===== src/rtl/sr_excitation_driver.sv =====
// sr_excitation_driver
// Loads a bank of external SR flip-flops to a requested word. For every bit
// it drives S or R only where the flop disagrees with the target. It then
// reads Q back and re-drives on a mismatch. It reports Done, or Error once
// the retry budget is used up.
module sr_excitation_driver #(
   parameter int WIDTH         = 8,
   parameter int SETTLE_CYCLES = 1,
   parameter int MAX_RETRY     = 3
) (
   input  logic                              Clock,
   input  logic                              Reset,
   input  logic                              TargetValid,
   output logic                              TargetReady,
   input  logic [WIDTH-1:0]                  Target,
   input  logic [WIDTH-1:0]                  QFeedback,
   output logic [WIDTH-1:0]                  S,
   output logic [WIDTH-1:0]                  R,
   output logic                              Done,
   output logic                              Error,
   output logic [$clog2(MAX_RETRY+2)-1:0]    Attempts
);

   localparam int AW = $clog2(MAX_RETRY + 2);
   localparam int CW = (SETTLE_CYCLES > 1) ? $clog2(SETTLE_CYCLES) : 1;
   localparam logic [AW-1:0] LAST_ATTEMPT = AW'(MAX_RETRY + 1);
   localparam logic [CW-1:0] SETTLE_LAST  = CW'((SETTLE_CYCLES > 0) ? SETTLE_CYCLES - 1 : 0);

   typedef enum logic [1:0] {
      IDLE,
      DRIVE,
      SETTLE,
      CHECK
   } state_t;

   state_t            state;
   state_t            state_next;
   logic [WIDTH-1:0]  target_reg;
   logic [WIDTH-1:0]  target_next;
   logic [WIDTH-1:0]  s_next;
   logic [WIDTH-1:0]  r_next;
   logic              done_next;
   logic              error_next;
   logic [AW-1:0]     attempts_next;
   logic [CW-1:0]     settle_count;
   logic [CW-1:0]     settle_next;
   logic [WIDTH-1:0]  exc_target;
   logic [WIDTH-1:0]  s_exc;
   logic [WIDTH-1:0]  r_exc;

   // Ready only in IDLE, and never while reset is held.
   assign TargetReady = (state == IDLE) && !Reset;

   // Excitation: at accept the incoming word is compared, otherwise the captured one.
   // S and R are disjoint by construction, so no bit is ever both set and reset.
   always_comb begin
      exc_target = (state == IDLE) ? Target : target_reg;
      s_exc      = exc_target & ~QFeedback;
      r_exc      = ~exc_target & QFeedback;
   end

   // Next-state and next-output logic; every pulse output defaults low.
   always_comb begin
      state_next    = state;
      target_next   = target_reg;
      s_next        = '0;
      r_next        = '0;
      done_next     = 1'b0;
      error_next    = 1'b0;
      attempts_next = Attempts;
      settle_next   = settle_count;
      case (state)
         IDLE: begin
            if (TargetValid) begin
               target_next = Target;
               if ((s_exc | r_exc) != '0) begin
                  s_next        = s_exc;
                  r_next        = r_exc;
                  attempts_next = AW'(1);
                  state_next    = DRIVE;
               end else begin
                  attempts_next = '0;
                  done_next     = 1'b1;
               end
            end
         end
         DRIVE: begin
            settle_next = '0;
            state_next  = (SETTLE_CYCLES == 0) ? CHECK : SETTLE;
         end
         SETTLE: begin
            if (settle_count == SETTLE_LAST) begin
               state_next = CHECK;
            end else begin
               settle_next = settle_count + CW'(1);
            end
         end
         CHECK: begin
            if (QFeedback == target_reg) begin
               done_next  = 1'b1;
               state_next = IDLE;
            end else if (Attempts == LAST_ATTEMPT) begin
               error_next = 1'b1;
               state_next = IDLE;
            end else begin
               s_next        = s_exc;
               r_next        = r_exc;
               attempts_next = Attempts + AW'(1);
               state_next    = DRIVE;
            end
         end
         default: begin
            state_next = IDLE;
         end
      endcase
   end

   // State and registered outputs; reset drops everything immediately.
   always_ff @(posedge Clock or posedge Reset) begin
      if (Reset) begin
         state        <= IDLE;
         target_reg   <= '0;
         S            <= '0;
         R            <= '0;
         Done         <= 1'b0;
         Error        <= 1'b0;
         Attempts     <= '0;
         settle_count <= '0;
      end else begin
         state        <= state_next;
         target_reg   <= target_next;
         S            <= s_next;
         R            <= r_next;
         Done         <= done_next;
         Error        <= error_next;
         Attempts     <= attempts_next;
         settle_count <= settle_next;
      end
   end

endmodule


===== config.mk =====
export PLATFORM = sky130hd
export DESIGN_NAME = sr_excitation_driver
export DESIGN_NICKNAME = d
export VERILOG_FILES = /design/src/rtl/sr_excitation_driver.sv
export SDC_FILE = /design/constraint.sdc
export NUM_CORES = 1
export LEC_CHECK = 0
export CAP_MARGIN = 20
export CORE_ASPECT_RATIO = 1.2
export CORE_MARGIN = 5
export CORE_UTILIZATION = 49
export DETAILED_ROUTE_END_ITERATION = 7
export PLACE_DENSITY = 0.78
export SLEW_MARGIN = 0
export SYNTH_ARGS = -nofsm -noshare
export SYNTH_HDL_FRONTEND = slang
export SYNTH_SLANG_ARGS = --single-unit
export TNS_END_PERCENT = 5

===== constraint.sdc =====
create_clock -name Clock -period 4.3 [get_ports Clock]
set_input_delay 0.645 -clock Clock [delete_from_list [all_inputs] [get_ports Clock]]
set_output_delay 0.645 -clock Clock [all_outputs]
set_load 0.05 [all_outputs]

Word-level counts from Yosys, hierarchy flattened
Cells that the tools add are included.

storage, ports and cells
  output and inout port bits = 22
  input port bits = 19
  register bits = 32
  logic and storage cells = 65

operators by class
  bitwise gates (word level) = 5
  add/sub/neg operators = 2
  equal/unequal tests = 10
  multiplexer cells = 31
  reduce and logical (&&, ||, !) cells = 9

operators by type and width
  kind                                                              number
  8-bit 2-to-1 mux                                                  9
  8-bit one-hot mux with 2 select lines                             2
  8-bit bitwise AND                                                 2
  8-bit NOT                                                         2
  1-bit 2-to-1 mux                                                  10
  3-bit 2-to-1 mux                                                  3
  8-bit == test                                                     1
  2-bit != test (second input constant)                             4
  8-bit bitwise OR                                                  1
  2-bit one-hot mux with 4 select lines                             1
  8-bit nonzero test                                                1
  2-bit 2-to-1 mux                                                  3
  3-bit one-hot mux with 2 select lines                             1
  2-bit == test (second input constant)                             2
  1-bit one-hot mux with 2 select lines                             2
  4-bit AND reduction                                               1
  2-bit nonzero test                                                2
  3-bit by 1-bit adder with 3-bit output (second input constant)    1
  3-bit == test (second input constant)                             1
  3-bit AND reduction                                               1
  2-bit by 1-bit == test with 1-bit output (second input constant)  1
  2-bit zero test                                                   1
  2-bit by 1-bit != test with 1-bit output (second input constant)  1
  2-bit AND reduction                                               1
  other kinds (3)                                                   3

Depth between registers and ports, before layout
Gate-level depths: netlist of run 1.

  depth after elaboration = 9
  mapped depth = 10
  mapped depth without buffers = 8

Worst setup path before layout of run 1
No wires, ideal clock.

  path type = flip-flop to flip-flop
  start = reg state[0]
  end = reg S[2]
  arrival time = 2.377 ns
  clock period less this slack = 2.511 ns
  data required time = 4.166 ns
  setup time = 0.134 ns
  buffers on the path = 2
  slack = 1.789 ns
  stages on the path, launching flop included = 11
  path through = dfrtp_1 -> inv_1 -> ha_1 -> buf_2 -> mux2_2 -> ha_1 -> nand4_1 -> or2_2 -> nand3_1 -> buf_2 -> a21oi_1

on the way
  longest elaborated chain between the ends = 9
  elaborated cells on any way between the ends = 13
  classes of those cells = eq/ne: 1; mux: 6; bitwise: 4; reduce/logical: 2

ends and longest elaborated chain
  what                                     line    source
  start: declaration                       36      state_t state;
  start signal: assignment                 130     state <= state_next;
  2-bit zero test                          57, 72
  8-bit 2-to-1 mux                         57      exc_target = (state == IDLE) ? Target : target_reg;
  8-bit NOT                                59      r_exc = ~exc_target & QFeedback;
  8-bit bitwise AND                        59
  8-bit bitwise OR                         76      if ((s_exc | r_exc) != '0) begin
  8-bit nonzero test                       76
  8-bit 2-to-1 mux                         76
  8-bit 2-to-1 mux                         74      if (TargetValid) begin
  8-bit one-hot mux with 2 select lines *  72      case (state)
  named net s_next[2]                      40      logic [WIDTH-1:0] s_next;
  end signal: assignment                   132     S <= s_next;
  end: declaration                         17      output logic [WIDTH-1:0] S,

Mark *: on every way through the listed nets, which the timed path passes. The rest lies on a longest branch.
A chain may end at the register's enable or synchronous reset.

Worst setup path after layout of run 1
  start = reg state[0]
  end = out TargetReady

on the way
  longest elaborated chain between the ends = 2

ends and longest elaborated chain
  what               line  source
  2-bit zero test    52    assign TargetReady = (state == IDLE) && !Reset;
  1-bit logical AND  52
  end: declaration   14    output logic TargetReady,

Every way passes these cells.

==> flow_summary.json, run 1 <==
{
  "outcome": "finished, final reports clean",
  "synth.yosys.seq_area_share": 0.423,
  "tns_ns": 0,
  "clockBufferDepth": 2,
  "drive_gt1_frac": 0.142,
  "drv_cap": 0,
  "yosys.area.top_type": "dfrtp_1",
  "num_rows": 24,
  "cp_max_fo": 15,
  "ctsResizeCount": 0,
  "p_leak_nw": 1.10,
  "portBuffers": 40,
  "setup_violations": 0,
  "yosys_most_used_dff": "dfrtp_1",
  "drt-wirelength-per-cell_um": 14.2,
  "insertion_delay_ns": 0.28,
  "dpl.hpwl_um": 3010,
  "synth.top_cell.area_share": 0.423,
  "reg2reg_to": "S[2]$_DFF_PP0_",
  "rsz0062_at_grt": "false",
  "busiest_layer": "met2",
  "fin_ws_ns": 1.29,
  "core_area_um2": 3630,
  "holdBufCountCts": 0,
  "cts_tree": "built",
  "synth_commonest_cells": "dfrtp_1, inv_1, ha_1",
  "ir_worst_vdd_uv": 422,
  "synth_most_common_cell": "dfrtp_1",
  "use_met3": 0.0439,
  "vias_per_cell": 5.07,
  "min_period_over_period": 0.701,
  "slew_violations": 0,
  "cts_max_level": 2,
  "routed_wl_um": 3830,
  "die_w_um": 65.9,
  "root_buffer": "clkbuf_8",
  "path_clk_slew_ns": 0.07,
  "firstDrtPassIters": 4,
  "cts_made_buffers": 5,
  "synth_nets": 216,
  "worst_slew_pin_slew_ns": 0.623,
  "met2_usage": 0.277,
  "power.density_nw_per_um2": 666,
  "worstHoldPathType": "register to register",
  "use_met1": 0.195,
  "synth.yosys.warnings": 0,
  "grt_pass1_wl_um": 6470,
  "cp-startpoint": "state[0]$_DFFE_PP0P_",
  "r2r-start": "state[0]$_DFFE_PP0P_",
  "start_util": 0.505,
  "ys_ff_latch": 31,
  "grt_max_degree": 22,
  "vias": 1368,
  "worst-setup-path-type": "register to output pin",
  "r2r_setup_slack_ns": 1.46,
  "postCtsSetupBuffers": 0,
  "finish.net_count": 258,
  "hold_viol": 0,
  "grt_pass1_vias": 1417,
  "ys_async_sr_fraction": 1.00,
  "antenna_left": 0,
  "gp_congestion": 0.804,
  "die_h_um": 77.0,
  "maxSlewHeadroom": 0.585,
  "ys_types": 33,
  "skew_ns": 0.00755,
  "cp-endpoint": "TargetReady",
  "cts.sinks": 31,
  "synth-edff-count": 0,
  "worstPathArrival_ns": 2.37,
  "initialDrtViolationCount": 49,
  "fp.dieArea_um2": 5070,
  "netlist_instances": 175,
  "n_antenna_cell": 0,
  "clock.fmax_ghz": 0.332,
  "io_pins": 41,
  "netlist_top_cells_area": "dfrtp_1, ha_1, mux2_2, inv_1, a21oi_1",
  "final.min_clock_period_ns": 3.01,
  "grt_usage": 0.167,
  "drcViolationCount": 0,
  "critPathCaptureType": "output pin",
  "synthesis.area_um2": 1840,
  "syn_avg_cell_area_um2": 10.5,
  "reg2reg_depth": 8,
  "startpoint_type": "register",
  "synthToLayoutAreaGrowth_pct": 29.5,
  "grt-ovfl-total": 0,
  "required_ns": 3.65,
  "place_ws_ns": 1.47,
  "antenna_found_initial": 0
}
==> cells by family after synthesis <==
logic type	synth area share
simple gates	0.104
xor+xnor	0.0382
buf+inv	0.0702
compound gates	0.112
fa+ha+maj	0.150
flops	0.423
mux	0.104
==> metal layers <==
| metal | part of all wire | wire (um) |
|---|---|---|
| met4 | 0.020 | 76 |
| met3 | 0.061 | 234 |
| met5 | 0 | 0 |
| met1 | 0.40 | 1530 |
| met2 | 0.52 | 1990 |
==> stage by stage <==
step                power [W]  cells  instance area, um2  utilization  hold WS, ns
floorplan             0.00114    175                1840            -        0.520
global placement      0.00133    261                2270        0.624        0.532
detailed placement    0.00137    262                2290        0.631        0.541
CTS                   0.00160    270                2380        0.654        0.558
global route          0.00170    270                2380        0.654        0.570
finish                0.00158    270                2380        0.654        0.554
==> where the power goes <==
part	internal, W	switching [W]	total (W)
Combinational	0.000355	0.000563	0.000918
Clock	0.000110	0.000109	0.000219
Sequential	0.000388	0.0000594	0.000447
==> final cells by class <==
cell class,instances,area (um2)
clock buffer,5,68.8
clock inverter,3,15.0
fill,279,1260
inverter,25,93.8
multi-input combinational,113,931
sequential,31,776
tap,52,65.1
timing repair buffer,41,428
==> cell usage in the layout, fill, tap and decap left out, types with 2 or more instances in the layout <==
cell             instances
a21oi_1                 15
and3_1                   3
clkbuf_8                 5
clkdlybuf4s50_1         40
clkinv_2                 3
dfrtp_1                 31
ha_1                    22
inv_1                   25
mux2_2                  16
nand2_1                 19
nand3_1                  3
nand4_1                  2
nand4_2                  2
nor2_1                   4
o2bb2ai_1                2
xnor2_1                  8
==> worst min-delay path by stage <==
stage	startpoint	end	slack, ns	depth (start not counted)
global placement	target_reg[5]$_DFFE_PP0P_	target_reg[5]$_DFFE_PP0P_	0.53	1
floorplan	target_reg[0]$_DFFE_PP0P_	target_reg[0]$_DFFE_PP0P_	0.52	1
CTS	target_reg[4]$_DFFE_PP0P_	target_reg[4]$_DFFE_PP0P_	0.56	1
detailed placement	target_reg[4]$_DFFE_PP0P_	target_reg[4]$_DFFE_PP0P_	0.54	1
finish	target_reg[4]$_DFFE_PP0P_	target_reg[4]$_DFFE_PP0P_	0.55	1
global route	target_reg[1]$_DFFE_PP0P_	target_reg[1]$_DFFE_PP0P_	0.57	1
==> worst max-delay path: stages, from the launching register on <==
cell and delay (ns):
dfrtp_1 0.38, inv_1 0.13, ha_1 0.54, nor2b_1 0.22, clkdlybuf4s50_1 0.82
Power figures use the tool's default switching activity.
==> run 2: changes to the inputs <==
--- a/config.mk
+++ b/config.mk
@@ -8,9 +8,9 @@
 export CAP_MARGIN = 20
 export CORE_ASPECT_RATIO = 1.2
 export CORE_MARGIN = 5
-export CORE_UTILIZATION = 49
+export CORE_UTILIZATION = 45
 export DETAILED_ROUTE_END_ITERATION = 7
-export PLACE_DENSITY = 0.78
+export PLACE_DENSITY = 0.75
 export SLEW_MARGIN = 0
 export SYNTH_ARGS = -nofsm -noshare
 export SYNTH_HDL_FRONTEND = slang
==> constraint.sdc (replaced) <==
create_clock -name Clock -period 2.5 [get_ports Clock]
set_input_delay 0.375 -clock Clock [delete_from_list [all_inputs] [get_ports Clock]]
set_output_delay 0.375 -clock Clock [all_outputs]
set_load 0.05 [all_outputs]
==> run 2 against run 1 <==
Via count fell by 1.6%. Register-to-register slack worse by 1.3 ns. Global-route usage down 1.7 points. Critical path type is now register to register. Largest power group unchanged.
==> flow_summary.json, run 2 (synthesis gave the netlist of run 1 again) <==
{
  "outcome": "finished, final reports clean",
  "cts_made_buffers": 5,
  "maxSlewHeadroom": 0.664,
  "tns_ns": 0,
  "portBuffers": 40,
  "vias": 1346,
  "worst-setup-path-type": "register to register",
  "hold_viol": 0,
  "grt-ovfl-total": 0,
  "worst_path_largest_cell_delay_ns": 0.40,
  "n_antenna_cell": 0,
  "p_int_w": 0.00166,
  "cts.sinks": 31,
  "dr.max_layer_used": "met4",
  "drv_cap": 0,
  "p_sw_frac": 0.429,
  "met2WireLength_um": 1760,
  "initialDrtViolationCount": 43,
  "power_w": 0.00291,
  "p_leak_nw": 1.13,
  "antenna_left": 0,
  "p_comb_frac": 0.565,
  "fp.dieArea_um2": 5460,
  "cp_max_fo": 15,
  "path_clk_slew_ns": 0.07,
  "die_w_um": 68.3,
  "grt_usage": 0.150,
  "finish.net_count": 261,
  "power.switching_w": 0.00125,
  "io_pins": 41,
  "gp_congestion": 0.822,
  "final.min_clock_period_ns": 2.32,
  "drt-wirelength-per-cell_um": 12.9,
  "grt_pass1_vias": 1306,
  "cts_tree": "built",
  "pwr-share-clk": 0.171,
  "worstPathArrival_ns": 2.45,
  "ir_worst_vdd_uv": 510,
  "rsz0062_at_grt": "false",
  "grt_pass1_wl_um": 5980,
  "min_period_over_period": 0.928,
  "holdBufCountCts": 0,
  "routed_wl_um": 3560,
  "root_buffer": "clkbuf_8",
  "worstHoldPathType": "input port to asynchronous set/reset pin",
  "core_area_um2": 3940,
  "startpoint_type": "register",
  "final_common_cell": "clkdlybuf4s50_1",
  "critPathCaptureType": "register",
  "clockBufferDepth": 2,
  "cts_max_level": 2,
  "skew_ns": 0.0101,
  "power.density_nw_per_um2": 1190,
  "start_util": 0.466,
  "final_cell_mix": "clkdlybuf4s50_1, dfrtp_1, inv_1, ha_1, nand2_1",
  "path_cells": "inv_2, ha_2, buf_12, mux2_2, ha_1, nand4_1, or2_4, nand3_2, buf_12, a21oi_1",
  "grt_max_degree": 32,
  "crit_path_frequent_cell": "buf_12",
  "required_ns": 2.63,
  "slew_violations": 0,
  "drcViolationCount": 0,
  "seqPwrFrac": 0.264,
  "worst_slew_pin_slew_ns": 0.503,
  "drive_gt1_frac": 0.176,
  "final_util": 0.621,
  "setup_violations": 0,
  "met1Wirelength_um": 1570,
  "wl_met3_um": 135,
  "vias_per_cell": 4.89,
  "cp_slowest_cell": "dfrtp_1",
  "dpl.hpwl_um": 2780,
  "synthToLayoutAreaGrowth_pct": 33.4,
  "firstDrtPassIters": 3,
  "antenna_found_initial": 0,
  "die_h_um": 80.0,
  "clock.fmax_ghz": 0.431,
  "insertion_delay_ns": 0.28,
  "num_rows": 25
}
run 2: power groups by stage:
stage	clock, W	combinational, W	sequential, W
after floorplan	0	0.000931	0.00104
after global placement	0	0.00161	0.000770
after detailed placement	0	0.00164	0.000776
after CTS	0.000516	0.00165	0.000768
after global routing	0.000546	0.00182	0.000787
final	0.000499	0.00165	0.000768
run 2: final cells by class:
cell class / count / area [um2]
repair buffers: 44 / 453
inverters: 25 / 93.8
clock inverters: 2 / 35.0
fillers: 350 / 1490
flip-flops and latches: 31 / 776
multi-input cells: 113 / 941
well taps: 54 / 67.6
clock buffers: 6 / 82.6
run 2: per-stage QoR:
stage                     area, um2  cells  setup slack [ns]  hold WS, ns
final                          2450    275             0.181        0.497
after global routing           2450    275            0.0451        0.571
after CTS                      2440    275            0.0427        0.508
after detailed placement       2320    267            0.0653        0.544
after global placement         2320    267             0.121        0.532
after floorplan                1840    175            0.0313        0.479
run 2: timing repair:
action	in CTS	in global routing
endpoints found under the setup margin	0	16
gates resized for setup	0	6
setup buffers	0	0
run 2: final timing paths:
check,slack (ns),from,cells after the start,to
setup / recovery,0.18,state[1]$_DFFE_PP0P_,10,S[1]$_DFF_PP0_
hold / removal,0.50,Reset,3,target_reg[1]$_DFFE_PP0P_
setup reg to reg,0.18,state[1]$_DFFE_PP0P_,10,S[1]$_DFF_PP0_
hold reg to reg,0.56,target_reg[5]$_DFFE_PP0P_,1,target_reg[5]$_DFFE_PP0P_
max in group asynchronous,1.71,Reset,3,Attempts[1]$_DFFE_PP0P_
min in group Clock,0.56,target_reg[5]$_DFFE_PP0P_,1,target_reg[5]$_DFFE_PP0P_
run 2: per-layer routing:
layer,up-vias,GRT usage
li1,680,-
met1,626,0.188
met2,31,0.231
met3,9,0.0310
met4,0,0.0875
met5,-,0
run 2: worst max-delay path: cells and delay by family, from the launching register on:
kind / cells / cell delay (ns)
and+or+nand+nor: 3 / 0.49
DFF: 1 / 0.40
adders and majority gates: 2 / 0.47
buffers and inverters: 3 / 0.35
muxes: 1 / 0.37
AOI/OAI and AO/OA: 1 / 0.07
==> run 3: changes to the inputs <==
--- a/config.mk
+++ b/config.mk
@@ -9,6 +9,7 @@
 export CORE_ASPECT_RATIO = 1.2
 export CORE_MARGIN = 5
 export CORE_UTILIZATION = 45
+export CTS_CLUSTER_DIAMETER = 200
 export DETAILED_ROUTE_END_ITERATION = 7
 export PLACE_DENSITY = 0.75
 export SLEW_MARGIN = 0
==> results of run 3 <==
Same layout as run 2: the final DEF is identical, and so are final timing and power.
